==> config.mk <==
export PLATFORM = sky130hd
export DESIGN_NAME = lsu_mem_port_flat
export DESIGN_NICKNAME = d
export VERILOG_FILES = /design/src/rtl/lsu_mem_port_if.sv /design/src/rtl/lsu_mem_port.sv /design/src/flat_wrapper.sv
export SDC_FILE = /design/constraint.sdc
export NUM_CORES = 1
export LEC_CHECK = 0
export CORE_MARGIN = 2
export CORE_UTILIZATION = 46
export CTS_CLUSTER_SIZE = 24
export DETAILED_ROUTE_END_ITERATION = 10
export PLACE_DENSITY = 0.8
export SLEW_MARGIN = 20
export SYNTH_ARGS = -nofsm -noshare
export SYNTH_HDL_FRONTEND = slang
export SYNTH_SLANG_ARGS = --single-unit
==> constraint.sdc <==
create_clock -name clk -period 2.8 [get_ports clk]
set_input_delay 0.56 -clock clk [delete_from_list [all_inputs] [get_ports clk]]
set_output_delay 0.56 -clock clk [all_outputs]
set_load 0.05 [all_outputs]
==> src/rtl/lsu_mem_port_if.sv <==
// Core-side request/response and RAM-side bus of the load/store port.
// The slave modport is the LSU; master is the core plus data RAM around it.
interface lsu_mem_port_if #(
    parameter int N = 20
);
    logic          req_valid;
    logic          req_ready;
    logic          req_we;
    logic [1:0]    req_size;
    logic          req_unsigned;
    logic [63:0]   req_addr;
    logic [63:0]   req_wdata;
    logic          resp_valid;
    logic [63:0]   resp_rdata;
    logic          resp_err;
    logic          mem_we;
    logic [N-1:0]  mem_adr;
    logic [31:0]   mem_din;
    logic [31:0]   mem_dout;

    modport slave (
        input  req_valid, req_we, req_size, req_unsigned, req_addr, req_wdata, mem_dout,
        output req_ready, resp_valid, resp_rdata, resp_err, mem_we, mem_adr, mem_din
    );

    modport master (
        output req_valid, req_we, req_size, req_unsigned, req_addr, req_wdata, mem_dout,
        input  req_ready, resp_valid, resp_rdata, resp_err, mem_we, mem_adr, mem_din
    );
endinterface

==> src/rtl/lsu_mem_port.sv <==
// Byte-addressed B/H/W/D load/store initiator for a 32-bit word-addressed RAM:
// read-modify-write for sub-word stores, two beats for doublewords.
module lsu_mem_port #(
    parameter int N = 20
) (
    input  logic            clk,
    input  logic            rst,
    lsu_mem_port_if.slave   bus
);
    typedef enum logic [2:0] {IDLE, RD0, RD1, WR0, WR1, MERGE, RESP} state_t;

    state_t         state_reg, state_next;
    logic           we_reg;
    logic [1:0]     size_reg;
    logic           uns_reg;
    logic [1:0]     lane_reg;
    logic [N-1:0]   w0_reg;
    logic [63:0]    wdata_reg;
    logic [31:0]    old_reg;
    logic [63:0]    resp_rdata_reg, rdata_next;
    logic           resp_err_reg, err_next;

    logic           accept;
    logic           misaligned;
    logic [N-1:0]   w1;
    logic [3:0]     lane_en;
    logic [31:0]    merged;
    logic [7:0]     byte_sel;
    logic [15:0]    half_sel;
    logic           mem_we_next;
    logic [N-1:0]   mem_adr_next;
    logic [31:0]    mem_din_next;
    logic           unused_addr;

    assign unused_addr = &{1'b0, bus.req_addr[63:N+2]};

    assign bus.req_ready  = (state_reg == IDLE) && !rst;
    assign accept         = bus.req_valid && bus.req_ready;
    assign misaligned     = ((bus.req_size == 2'd1) && bus.req_addr[0]) ||
                            ((bus.req_size == 2'd2) && (bus.req_addr[1:0] != 2'd0)) ||
                            ((bus.req_size == 2'd3) && (bus.req_addr[2:0] != 3'd0));
    assign w1             = w0_reg + {{(N-1){1'b0}}, 1'b1};

    // Lane replacement for sub-word stores: bytes take wdata[7:0], halves take wdata[15:0].
    genvar gi;
    generate
        for (gi = 0; gi < 4; gi++) begin : g_lane
            assign lane_en[gi] = (size_reg == 2'd0) ? (lane_reg == 2'(gi))
                                                    : (lane_reg[1] == 1'(gi / 2));
            assign merged[8*gi +: 8] = !lane_en[gi]      ? old_reg[8*gi +: 8] :
                                       (size_reg == 2'd0) ? wdata_reg[7:0]
                                                          : wdata_reg[8*(gi%2) +: 8];
        end
    endgenerate

    assign byte_sel = bus.mem_dout[8*lane_reg +: 8];
    assign half_sel = bus.mem_dout[16*lane_reg[1] +: 16];

    always_comb begin
        state_next = state_reg;
        rdata_next = '0;
        err_next   = 1'b0;
        case (state_reg)
            IDLE: begin
                if (accept) begin
                    if (misaligned) begin
                        state_next = RESP;
                        err_next   = 1'b1;
                    end else if (bus.req_we) begin
                        state_next = bus.req_size[1] ? WR0 : RD0;
                    end else begin
                        state_next = RD0;
                    end
                end
            end
            RD0: begin
                if (we_reg) begin
                    state_next = MERGE;
                end else if (size_reg == 2'd3) begin
                    state_next = RD1;
                end else begin
                    state_next = RESP;
                    case (size_reg)
                        2'd0:    rdata_next = {{56{byte_sel[7] & ~uns_reg}}, byte_sel};
                        2'd1:    rdata_next = {{48{half_sel[15] & ~uns_reg}}, half_sel};
                        default: rdata_next = {{32{bus.mem_dout[31] & ~uns_reg}}, bus.mem_dout};
                    endcase
                end
            end
            RD1: begin
                state_next = RESP;
                rdata_next = {bus.mem_dout, old_reg};
            end
            WR0:     state_next = (size_reg == 2'd3) ? WR1 : RESP;
            WR1:     state_next = RESP;
            MERGE:   state_next = RESP;
            RESP:    state_next = IDLE;
            default: state_next = IDLE;
        endcase
    end

    always_comb begin
        mem_we_next  = 1'b0;
        mem_adr_next = '0;
        mem_din_next = '0;
        case (state_reg)
            RD0:     mem_adr_next = w0_reg;
            RD1:     mem_adr_next = w1;
            WR0: begin
                mem_we_next  = 1'b1;
                mem_adr_next = w0_reg;
                mem_din_next = wdata_reg[31:0];
            end
            WR1: begin
                mem_we_next  = 1'b1;
                mem_adr_next = w1;
                mem_din_next = wdata_reg[63:32];
            end
            MERGE: begin
                mem_we_next  = 1'b1;
                mem_adr_next = w0_reg;
                mem_din_next = merged;
            end
            default: ;
        endcase
        // A write in flight is suppressed by reset in the same cycle.
        if (rst) begin
            mem_we_next  = 1'b0;
            mem_din_next = '0;
        end
    end

    assign bus.mem_we     = mem_we_next;
    assign bus.mem_adr    = mem_adr_next;
    assign bus.mem_din    = mem_din_next;
    assign bus.resp_valid = (state_reg == RESP);
    assign bus.resp_rdata = resp_rdata_reg;
    assign bus.resp_err   = resp_err_reg;

    always_ff @(posedge clk) begin
        if (rst) begin
            state_reg      <= IDLE;
            we_reg         <= 1'b0;
            size_reg       <= 2'd0;
            uns_reg        <= 1'b0;
            lane_reg       <= 2'd0;
            w0_reg         <= '0;
            wdata_reg      <= '0;
            old_reg        <= '0;
            resp_rdata_reg <= '0;
            resp_err_reg   <= 1'b0;
        end else begin
            state_reg      <= state_next;
            resp_rdata_reg <= rdata_next;
            resp_err_reg   <= err_next;
            if (accept) begin
                we_reg    <= bus.req_we;
                size_reg  <= bus.req_size;
                uns_reg   <= bus.req_unsigned;
                lane_reg  <= bus.req_addr[1:0];
                w0_reg    <= bus.req_addr[N+1:2];
                wdata_reg <= bus.req_wdata;
            end
            if (state_reg == RD0) begin
                old_reg <= bus.mem_dout;
            end
        end
    end
endmodule

==> src/flat_wrapper.sv <==
// flat-port wrapper written by rule: the top's interface ports become plain ports
module lsu_mem_port_flat 
#(
    parameter int N = 20
)
  (clk, rst, bus_req_valid, bus_req_we, bus_req_size, bus_req_unsigned, bus_req_addr, bus_req_wdata, bus_mem_dout, bus_req_ready, bus_resp_valid, bus_resp_rdata, bus_resp_err, bus_mem_we, bus_mem_adr, bus_mem_din);
  lsu_mem_port_if #(.N(N)) bus_i ();
  input  logic clk;
  input  logic rst;
  input wire logic [$bits(bus_i.req_valid)-1:0] bus_req_valid;
  input wire logic [$bits(bus_i.req_we)-1:0] bus_req_we;
  input wire logic [$bits(bus_i.req_size)-1:0] bus_req_size;
  input wire logic [$bits(bus_i.req_unsigned)-1:0] bus_req_unsigned;
  input wire logic [$bits(bus_i.req_addr)-1:0] bus_req_addr;
  input wire logic [$bits(bus_i.req_wdata)-1:0] bus_req_wdata;
  input wire logic [$bits(bus_i.mem_dout)-1:0] bus_mem_dout;
  output wire logic [$bits(bus_i.req_ready)-1:0] bus_req_ready;
  output wire logic [$bits(bus_i.resp_valid)-1:0] bus_resp_valid;
  output wire logic [$bits(bus_i.resp_rdata)-1:0] bus_resp_rdata;
  output wire logic [$bits(bus_i.resp_err)-1:0] bus_resp_err;
  output wire logic [$bits(bus_i.mem_we)-1:0] bus_mem_we;
  output wire logic [$bits(bus_i.mem_adr)-1:0] bus_mem_adr;
  output wire logic [$bits(bus_i.mem_din)-1:0] bus_mem_din;
  assign bus_i.req_valid = bus_req_valid;
  assign bus_i.req_we = bus_req_we;
  assign bus_i.req_size = bus_req_size;
  assign bus_i.req_unsigned = bus_req_unsigned;
  assign bus_i.req_addr = bus_req_addr;
  assign bus_i.req_wdata = bus_req_wdata;
  assign bus_i.mem_dout = bus_mem_dout;
  assign bus_req_ready = bus_i.req_ready;
  assign bus_resp_valid = bus_i.resp_valid;
  assign bus_resp_rdata = bus_i.resp_rdata;
  assign bus_resp_err = bus_i.resp_err;
  assign bus_mem_we = bus_i.mem_we;
  assign bus_mem_adr = bus_i.mem_adr;
  assign bus_mem_din = bus_i.mem_din;
  lsu_mem_port #(.N(N)) u_core (.clk(clk), .rst(rst), .bus(bus_i));
endmodule
**Word-level counts from Yosys, hierarchy flattened**

Cells that the tools add are included.

- RAM bits: 0
- Memories: 0
- Latch bits: 0
- ROM bits: 0
- Input bits: 167
- Output and inout port bits: 120
- Register bits: 190
- Logic and storage cells: 80

- Divide/modulo/power cells: 0
- Bitwise operators: 7
- Add/subtract/negate cells: 1
- Multiply operators: 0
- Shift operators: 2
- Reductions and logical operators: 18
- Mux-type cells: 27
- Magnitude comparators: 0
- Eq/ne operators: 15

Operators by type and width:

| operator | number |
|---|---|
| 64-bit one-hot mux with 2 select lines | 2 |
| 64-bit 2-to-1 mux | 2 |
| 32-bit one-hot mux with 3 select lines | 1 |
| 8-bit 2-to-1 mux | 5 |
| 20-bit one-hot mux with 2 select lines | 1 |
| 32-bit 2-to-1 mux | 1 |
| 32-bit by 6-bit variable part select with 16-bit output | 1 |
| 32-bit by 6-bit variable part select with 8-bit output | 1 |
| 20-bit by 1-bit adder with 20-bit output, second input constant | 1 |
| 3-bit 2-to-1 mux | 5 |
| 3-bit one-hot mux with 4 select lines | 1 |
| 3-bit OR reduction | 4 |
| 2-bit == test, second input constant | 5 |
| 3-bit == test, second input constant | 3 |
| 1-bit 2-to-1 mux | 7 |
| 2-bit by 1-bit == test with 1-bit output, second input constant | 3 |
| 3-bit by 2-bit == test with 1-bit output, second input constant | 2 |
| 1-bit logical AND | 5 |
| 2-bit logical NOT | 2 |
| 2-bit 2-to-1 mux | 2 |
| 1-bit NOT | 4 |
| 1-bit AND | 3 |
| 3-bit by 1-bit == test with 1-bit output, second input constant | 1 |
| 3-bit logical NOT | 1 |
| other kinds (6) | 7 |

**Depth between registers and ports, before layout**

Gate-level depths: netlist (run 1).

- Depth in word-level cells: 7
- Depth in mapped cells: 8
- Gate-level depth less buffers: 5

**Worst setup path after synthesis (run 1)**

Ideal clock, no wire load.

- Kind: reg-to-output
- Start point: register u_core.w0_reg[3]
- End point: output port bus_mem_adr[17]
- Path buffers: 2
- Data required time: 2.240 ns
- Path slack: -0.548 ns
- Cell stages (with the launch flop): 6
- Arrival time: 2.788 ns
- Cells stage by stage: dfxtp_1 > and4_1 > buf_2 > and4_1 > clkbuf_1 > o311ai_0

- Word-level cells in the longest chain between the ends: 2

RTL lines:

| item | RTL line | source |
|---|---|---|
| from (decl) | lsu_mem_port.sv:17 | `logic [N-1:0] w0_reg;` |
| from (signal assigned) | lsu_mem_port.sv:161 | `w0_reg <= bus.req_addr[N+1:2];` |
| 20-bit by 1-bit adder with 20-bit output | lsu_mem_port.sv:42 | `assign w1 = w0_reg + {{(N-1){1'b0}}, 1'b1};` |
| 20-bit one-hot mux with 2 select lines | lsu_mem_port.sv:106 | `case (state_reg)` |
| to (decl) | flat_wrapper.sv:22 | `output wire logic [$bits(bus_i.mem_adr)-1:0] bus_mem_adr;` |

Every way passes these cells.

**Worst setup path after layout (run 1)**

- Start point: register u_core.state_reg[1]
- End point: output port bus_mem_din[31]

- Word-level cells in the longest chain between the ends: 3
- Elaborated cells on any way between the ends: 5
- Those cells by class: eq/ne: 3; mux: 2

RTL lines:

| item | RTL line | source |
|---|---|---|
| from (decl) | lsu_mem_port.sv:12 | `state_t state_reg, state_next;` |
| from (signal assigned) | lsu_mem_port.sv:153 | `state_reg <= state_next;` |
| 3-bit == test / 3-bit by 2-bit == test with 1-bit output (equally long branches) | lsu_mem_port.sv:106 |  |
| 32-bit one-hot mux with 3 select lines * | lsu_mem_port.sv:106 |  |
| 32-bit 2-to-1 mux * | lsu_mem_port.sv:127 | `if (rst) begin` |
| to (decl) | flat_wrapper.sv:23 | `output wire logic [$bits(bus_i.mem_din)-1:0] bus_mem_din;` |

Every way passes the cells marked *; elsewhere a longest branch is shown, timed or not.

==> impl_metrics.tcl, run 1 <==
set metrics [dict create \
    run_status "finished clean" \
    min_to "u_core.wdata_reg[31]" \
    endpoint_kind "output port" \
    register_area_um2 3820 \
    skew_ns 0.009511 \
    drt_iter0_drc 1107 \
    place.gp.congestion 0.9457 \
    grt_pass1_wl_um 45600 \
    synth_commonest_cells "nand2_1, dfxtp_1, nand3b_1, a21oi_1, clkbuf_1" \
    synth_area_um2 8743 \
    hold_class "flip-flop to flip-flop" \
    core_area_um2 18710 \
    synthCells 1077 \
    r2r_end "u_core.bus.resp_rdata[31]" \
    leakage_uw 0.004920 \
    clk_pin_slew_ns 0.07 \
    cts_tree "done" \
    multi_input_area_um2 4658 \
    fin_setup_tns_ns 0 \
    grtUsageMet3 0.05366 \
    clock-sinks 190 \
    row_count 50 \
    hold_viol_final 0 \
    hold_buffers 0 \
    grt_max_degree 97 \
    path_class "flip-flop to output port" \
    start_kind "flip-flop" \
    period_needed_ns 2.764 \
    yosysSeqAreaShare 0.4350 \
    cp_cell_sequence "buf_4, nand3b_1, a21oi_4, a222oi_1, a21oi_1, buf_4" \
    fillers 1518 \
    synth-seq-cells 190 \
    min_path_cells 2 \
    async_flop_share 0 \
    dpl.hpwl_um 21020 \
    fmax_mhz 361.8 \
    nets 1462 \
    stdcell_area_um2 12360 \
    ys.warnings.count 0 \
    routed_wl_um 30270 \
    drt-vias-per-instance 5.831 \
    io_pins 287 \
    overflow 0 \
    stdcell_count 1543 \
    critPathArrivalTime_ns 2.20 \
    die_y_um 141.9 \
    drcViolationCount 0 \
    maxSlewViolCount 0 \
    worst-r2r-setup-slack_ns 0.56 \
    ant_nets 0 \
    worst-slew-pin-transition_ns 1.083 \
    yosysUniqueCellTypes 65 \
    hp-start "u_core.wdata_reg[31]" \
    synth_edf_count 0 \
    synth_top_area_frac 0.4350 \
    final.setup.worst_slack_ns 0.03633 \
    slowest_delay_ns 0.45 \
    use_met2 0.4609 \
    worstPathRequired_ns 2.24 \
    ctsLongestPathBuffers 2 \
    synth_most_common_cell "nand2_1" \
    syn-num-nets 1245 \
    yosys.area.top_type "dfxtp_1" \
    setup_viol 0 \
    cts_max_level 4 \
    crit_slowest_cell "a222oi_1" \
    reg2reg_depth 5 \
    placed_cells 1503 \
    dr.pass1.iters 9 \
    place_ws_ns 0.1897 \
    cts_root_buf "clkbuf_16" \
    antenna_found_initial 2 \
    cp_max_fo 8 \
    area_delta_synth_final_pct 41.34 \
    initial_utilization 0.4674 \
    p_per_area_nw_per_um2 594.8 \
    wl_per_cell_um 19.62 \
    gr-usage-all-layers 0.2925 \
    grt_use_met1 0.3893 \
    die_x_um 141.9 \
    drive_gt1_frac 0.1576 \
    maxSlewHeadroom 0.2752 \
    r2r-start "u_core.size_reg[0]" \
    cts_buffers 17 \
    synthTopCellsByArea "dfxtp_1, nand2_1, nand3b_1" \
    die-area_um2 20130 \
    finalCritPeriodShare 0.9870 \
    place_area_um2 11510 \
    cap_violations 0 \
    synthFlopType "dfxtp_1" \
    vdd_drop_max_mv 0.4481 \
    grt_busiest_layer "met2" \
    vias 8997 \
    insertion_delay_ns 0.44 \
    io_buffers 244 \
    syn-mean-instance-area_um2 8.118 \
    finish.utilization 0.6607 \
    grt_pass1_vias 8303 \
    crit_path_frequent_cell "buf_4" \
]
==> timing repair <==
action,CTS,global route
setup endpoints to repair,35,37
gates resized for setup,22,28
setup buffers,3,3
pin swaps,1,4
==> placed cells by master, fill, tap and decap left out, types with 4 or more instances in the layout <==
| master | count |
|---|---|
| nand3_1 | 21 |
| and3_1 | 4 |
| nand3b_1 | 84 |
| dfxtp_2 | 7 |
| a211oi_1 | 4 |
| a21oi_1 | 64 |
| o31ai_2 | 4 |
| a222oi_1 | 23 |
| o22ai_2 | 6 |
| inv_8 | 4 |
| o31ai_1 | 16 |
| clkbuf_16 | 17 |
| mux2_2 | 15 |
| dfxtp_1 | 181 |
| clkdlybuf4s50_1 | 188 |
| nor2_1 | 14 |
| o21ai_0 | 17 |
| a22oi_1 | 16 |
| o21ai_1 | 5 |
| mux2i_1 | 12 |
| nand4_1 | 11 |
| a31oi_1 | 9 |
| buf_4 | 78 |
| or3_1 | 4 |
| a21o_1 | 5 |
| buf_12 | 22 |
| a221o_1 | 16 |
| nand2_1 | 348 |
| a22o_1 | 9 |
| inv_1 | 11 |
| and2_1 | 5 |
==> worst max-delay path, delay by kind of cell, from the launching register on <==
kind                   cells  cell delay (ns)
AO/OA/AOI/OAI              3             0.67
flip-flops                 1             0.44
buffers and inverters      2             0.42
AND/OR/NAND/NOR            1             0.24
==> power by group <==
group | leakage [uW] | internal, uW | switching (uW)
Sequential | 0.00155 | 2900 | 195
Clock | 0.000294 | 1280 | 1180
Combinational | 0.00308 | 746 | 1050
Total | 0.00492 | 4930 | 2420
==> logic make-up (layout without fill, tap and decap cells) <==
group	after synthesis	count (layout)	share of synthesized area
DFF	190	190	0.4350
adders and majority gates	1	1	0.001431
xor gates and xnor gates	4	4	0.004867
buffers and inverters	104	334	0.05524
muxes	28	28	0.03563
other	0	2	0
AOI/OAI and AO/OA	219	219	0.1764
and+or+nand+nor	531	531	0.2914
==> how the worst max path moves through the flow <==
stage,start,end,slack [ns],cells after the start
floorplan,u_core.state_reg[2],bus_mem_din[10],-0.12,7
global placement,u_core.lane_reg[0],bus_mem_din[10],0.24,5
detailed placement,u_core.lane_reg[0],bus_mem_din[11],0.19,5
CTS,u_core.state_reg[0],bus_mem_adr[14],-0.01,6
global route,u_core.w0_reg[5],bus_mem_adr[13],-0.02,5
finish,u_core.state_reg[1],bus_mem_din[31],0.04,6
==> metal layers <==
| metal | share of wire | vias up | wire (um) |
|---|---|---|---|
| li1 | - | 4224 | - |
| met1 | 0.41 | 4184 | 12540 |
| met2 | 0.46 | 512 | 13880 |
| met3 | 0.087 | 77 | 2620 |
| met4 | 0.041 | 0 | 1232 |
| met5 | 0 | - | 0 |
==> final cells by class <==
class / count / share of cell area
repair buffers: 291 / 0.2378
inverters: 11 / 0.003341
flip-flops and latches: 190 / 0.3091
multi-input cells: 783 / 0.3769
clock buffers: 17 / 0.03442
diodes: 2 / 0.0004050
well taps: 234 / 0.02369
clock inverters: 15 / 0.01428
==> through the flow <==
stage	power, uW	hold WS (ns)
5_1_grt	7622	0.4968
3_5_place_dp	4846	0.4615
6_report	7351	0.4786
3_3_place_gp	4816	0.4601
4_1_cts	7304	0.4780
2_1_floorplan	4122	0.4459
No activity file was read; power rests on OpenSTA's default activity.
==> run 2: changes to the inputs <==
CORE_UTILIZATION = 50   (was 46)
DONT_BUFFER_PORTS = 1   (was unset)
PLACE_DENSITY = 0.65   (was 0.8)
SETUP_SLACK_MARGIN = 0.4   (was unset)
==> run 2 against run 1 <==
  * Maximum frequency grew 4.0%
  * Combinational power shrank 7%
  * Die area shrank 7.8%
  * Critical path type unchanged
  * Non-clock buffer count shrank 150
  * Largest cell class unchanged
  * Critical endpoint is now bus_mem_adr[13]
  * Clock skew shrank 0.0016 ns
==> impl_metrics.tcl, run 2 (synthesis gave the netlist of run 1 again) <==
set metrics [dict create \
    vdd_drop_max_mv 0.4409 \
    p_per_area_nw_per_um2 619.2 \
    routed_wl_um 29590 \
    die-area_um2 18560 \
    core_area_um2 17180 \
    die_x_um 136.2 \
    skew_ns 0.007871 \
    hold_class "input port to flip-flop" \
    grt_max_degree 128 \
    overflow 0 \
    period_needed_ns 2.657 \
    nets 1314 \
    ctsLongestPathBuffers 2 \
    cp_cell_sequence "buf_4, buf_6, buf_8, a21boi_4, buf_6, and2_1, a31oi_2, nand3_4, buf_12" \
    drt_iter0_drc 965 \
    worst-slew-pin-transition_ns 0.5847 \
    io_pins 287 \
    finalCritPeriodShare 0.9490 \
    final_cell_mix "nand2_1, dfxtp_1, nand3b_1" \
    drt-vias-per-instance 6.157 \
    crit_slowest_cell "dfxtp_4" \
    cts_buffers 17 \
    fin_setup_tns_ns 0 \
    fmax_mhz 376.3 \
    rsz0062_at_grt "yes" \
    io_buffers 0 \
    insertion_delay_ns 0.44 \
    cp_max_fo 6 \
    maxSlewViolCount 0 \
    vias 8521 \
    ant_nets 0 \
    row_count 48 \
    clock-sinks 190 \
    endpoint_kind "output port" \
    finish.utilization 0.6826 \
    dr.pass1.iters 8 \
    drive_gt1_frac 0.2804 \
    antenna-diode-count 0 \
    slowest_delay_ns 0.36 \
    grt_pass1_vias 7877 \
    area_delta_synth_final_pct 34.10 \
    crit_path_frequent_cell "buf_6" \
    antenna_found_initial 0 \
    dpl.hpwl_um 18880 \
    cap_violations 0 \
    grt_pass1_wl_um 43640 \
    setup_viol 0 \
    run_status "finished clean" \
    critPathArrivalTime_ns 2.10 \
    start_kind "flip-flop" \
    fillers 1321 \
    hold_viol_final 0 \
    cts_root_buf "clkbuf_16" \
    maxSlewHeadroom 0.6051 \
    place.gp.congestion 0.8796 \
    wl_per_cell_um 21.38 \
    cts_max_level 4 \
    leakage_uw 0.004542 \
    gr-usage-all-layers 0.3051 \
    path_class "flip-flop to output port" \
    cts_tree "done" \
    clk_pin_slew_ns 0.07 \
    die_y_um 136.2 \
    final_common_cell "nand2_1" \
    initial_utilization 0.5090 \
    drcViolationCount 0 \
    worstPathRequired_ns 2.24 \
]
## run 2: cell count changes in the layout (fill, tap and decap cells not counted), moves of 13 or more
cell | previous run | this run
a21oi_1 | 64 | 47
a21oi_2 | 0 | 13
buf_4 | 78 | 57
buf_6 | 1 | 46
clkdlybuf4s50_1 | 188 | 0
## run 2: final timing paths
check	to	slack, ns	start	depth (start not counted)
worst max-delay path	bus_mem_adr[13]	0.14	u_core.state_reg[0]	9
worst min-delay path	u_core.wdata_reg[6]	0.22	bus_req_wdata[6]	2
worst max register to register	u_core.bus.resp_rdata[1]	0.69	u_core.size_reg[1]	6
worst min register to register	u_core.wdata_reg[19]	0.47	u_core.wdata_reg[19]	2
## run 2: routing by layer
| layer | track usage | part of all wire |
|---|---|---|
| met1 | 0.4065 | 0.41 |
| met2 | 0.4752 | 0.47 |
| met3 | 0.06711 | 0.086 |
| met4 | 0.1331 | 0.039 |
| met5 | 0 | 0 |
## run 2: final cells by class
type | instances | area [um2] | area share
multi-input cells | 785 | 5300 | 0.4520
flip-flops and latches | 190 | 3855 | 0.3288
repair buffers | 141 | 1679 | 0.1432
clock buffers | 19 | 432.9 | 0.03692
well taps | 225 | 281.5 | 0.02401
clock inverters | 13 | 128.9 | 0.01099
inverters | 11 | 47.55 | 0.004055
## run 2: power breakdown
part	switching, uW	internal (uW)	total (uW)	leakage, uW
clock network	1150	1180	2330	0.000262
registers	365	2900	3270	0.00156
logic	937	722	1660	0.00272
## run 2: repair_timing
action                     4_1_cts  5_1_grt
gates cloned                     4        1
hold buffers                     0        0
resized for setup              160       45
buffers inserted                37       16
setup endpoints to repair       53       52
pin swaps                       56       32
## run 2: stage by stage
stage | setup WS, ns | hold slack [ns] | cells | total power (uW) | cell area, um2
after floorplan | 0.02707 | 0.4459 | 1077 | 4152 | 8986
after global placement | 0.2309 | 0.4575 | 1294 | 4470 | 9842
after detailed placement | 0.2001 | 0.4589 | 1294 | 4487 | 9842
after global routing | 0.1050 | 0.1875 | 1384 | 7523 | 11730
final | 0.1428 | 0.2200 | 1384 | 7260 | 11730
after CTS | 0.1932 | 0.1899 | 1367 | 7103 | 11380
## run 2: critical path, delay by kind of cell (launching register included)
kind	cells	cell delay [ns]
AO/OA/AOI/OAI	2	0.34
buffers and inverters	5	0.69
flip-flops	1	0.36
AND/OR/NAND/NOR	2	0.27
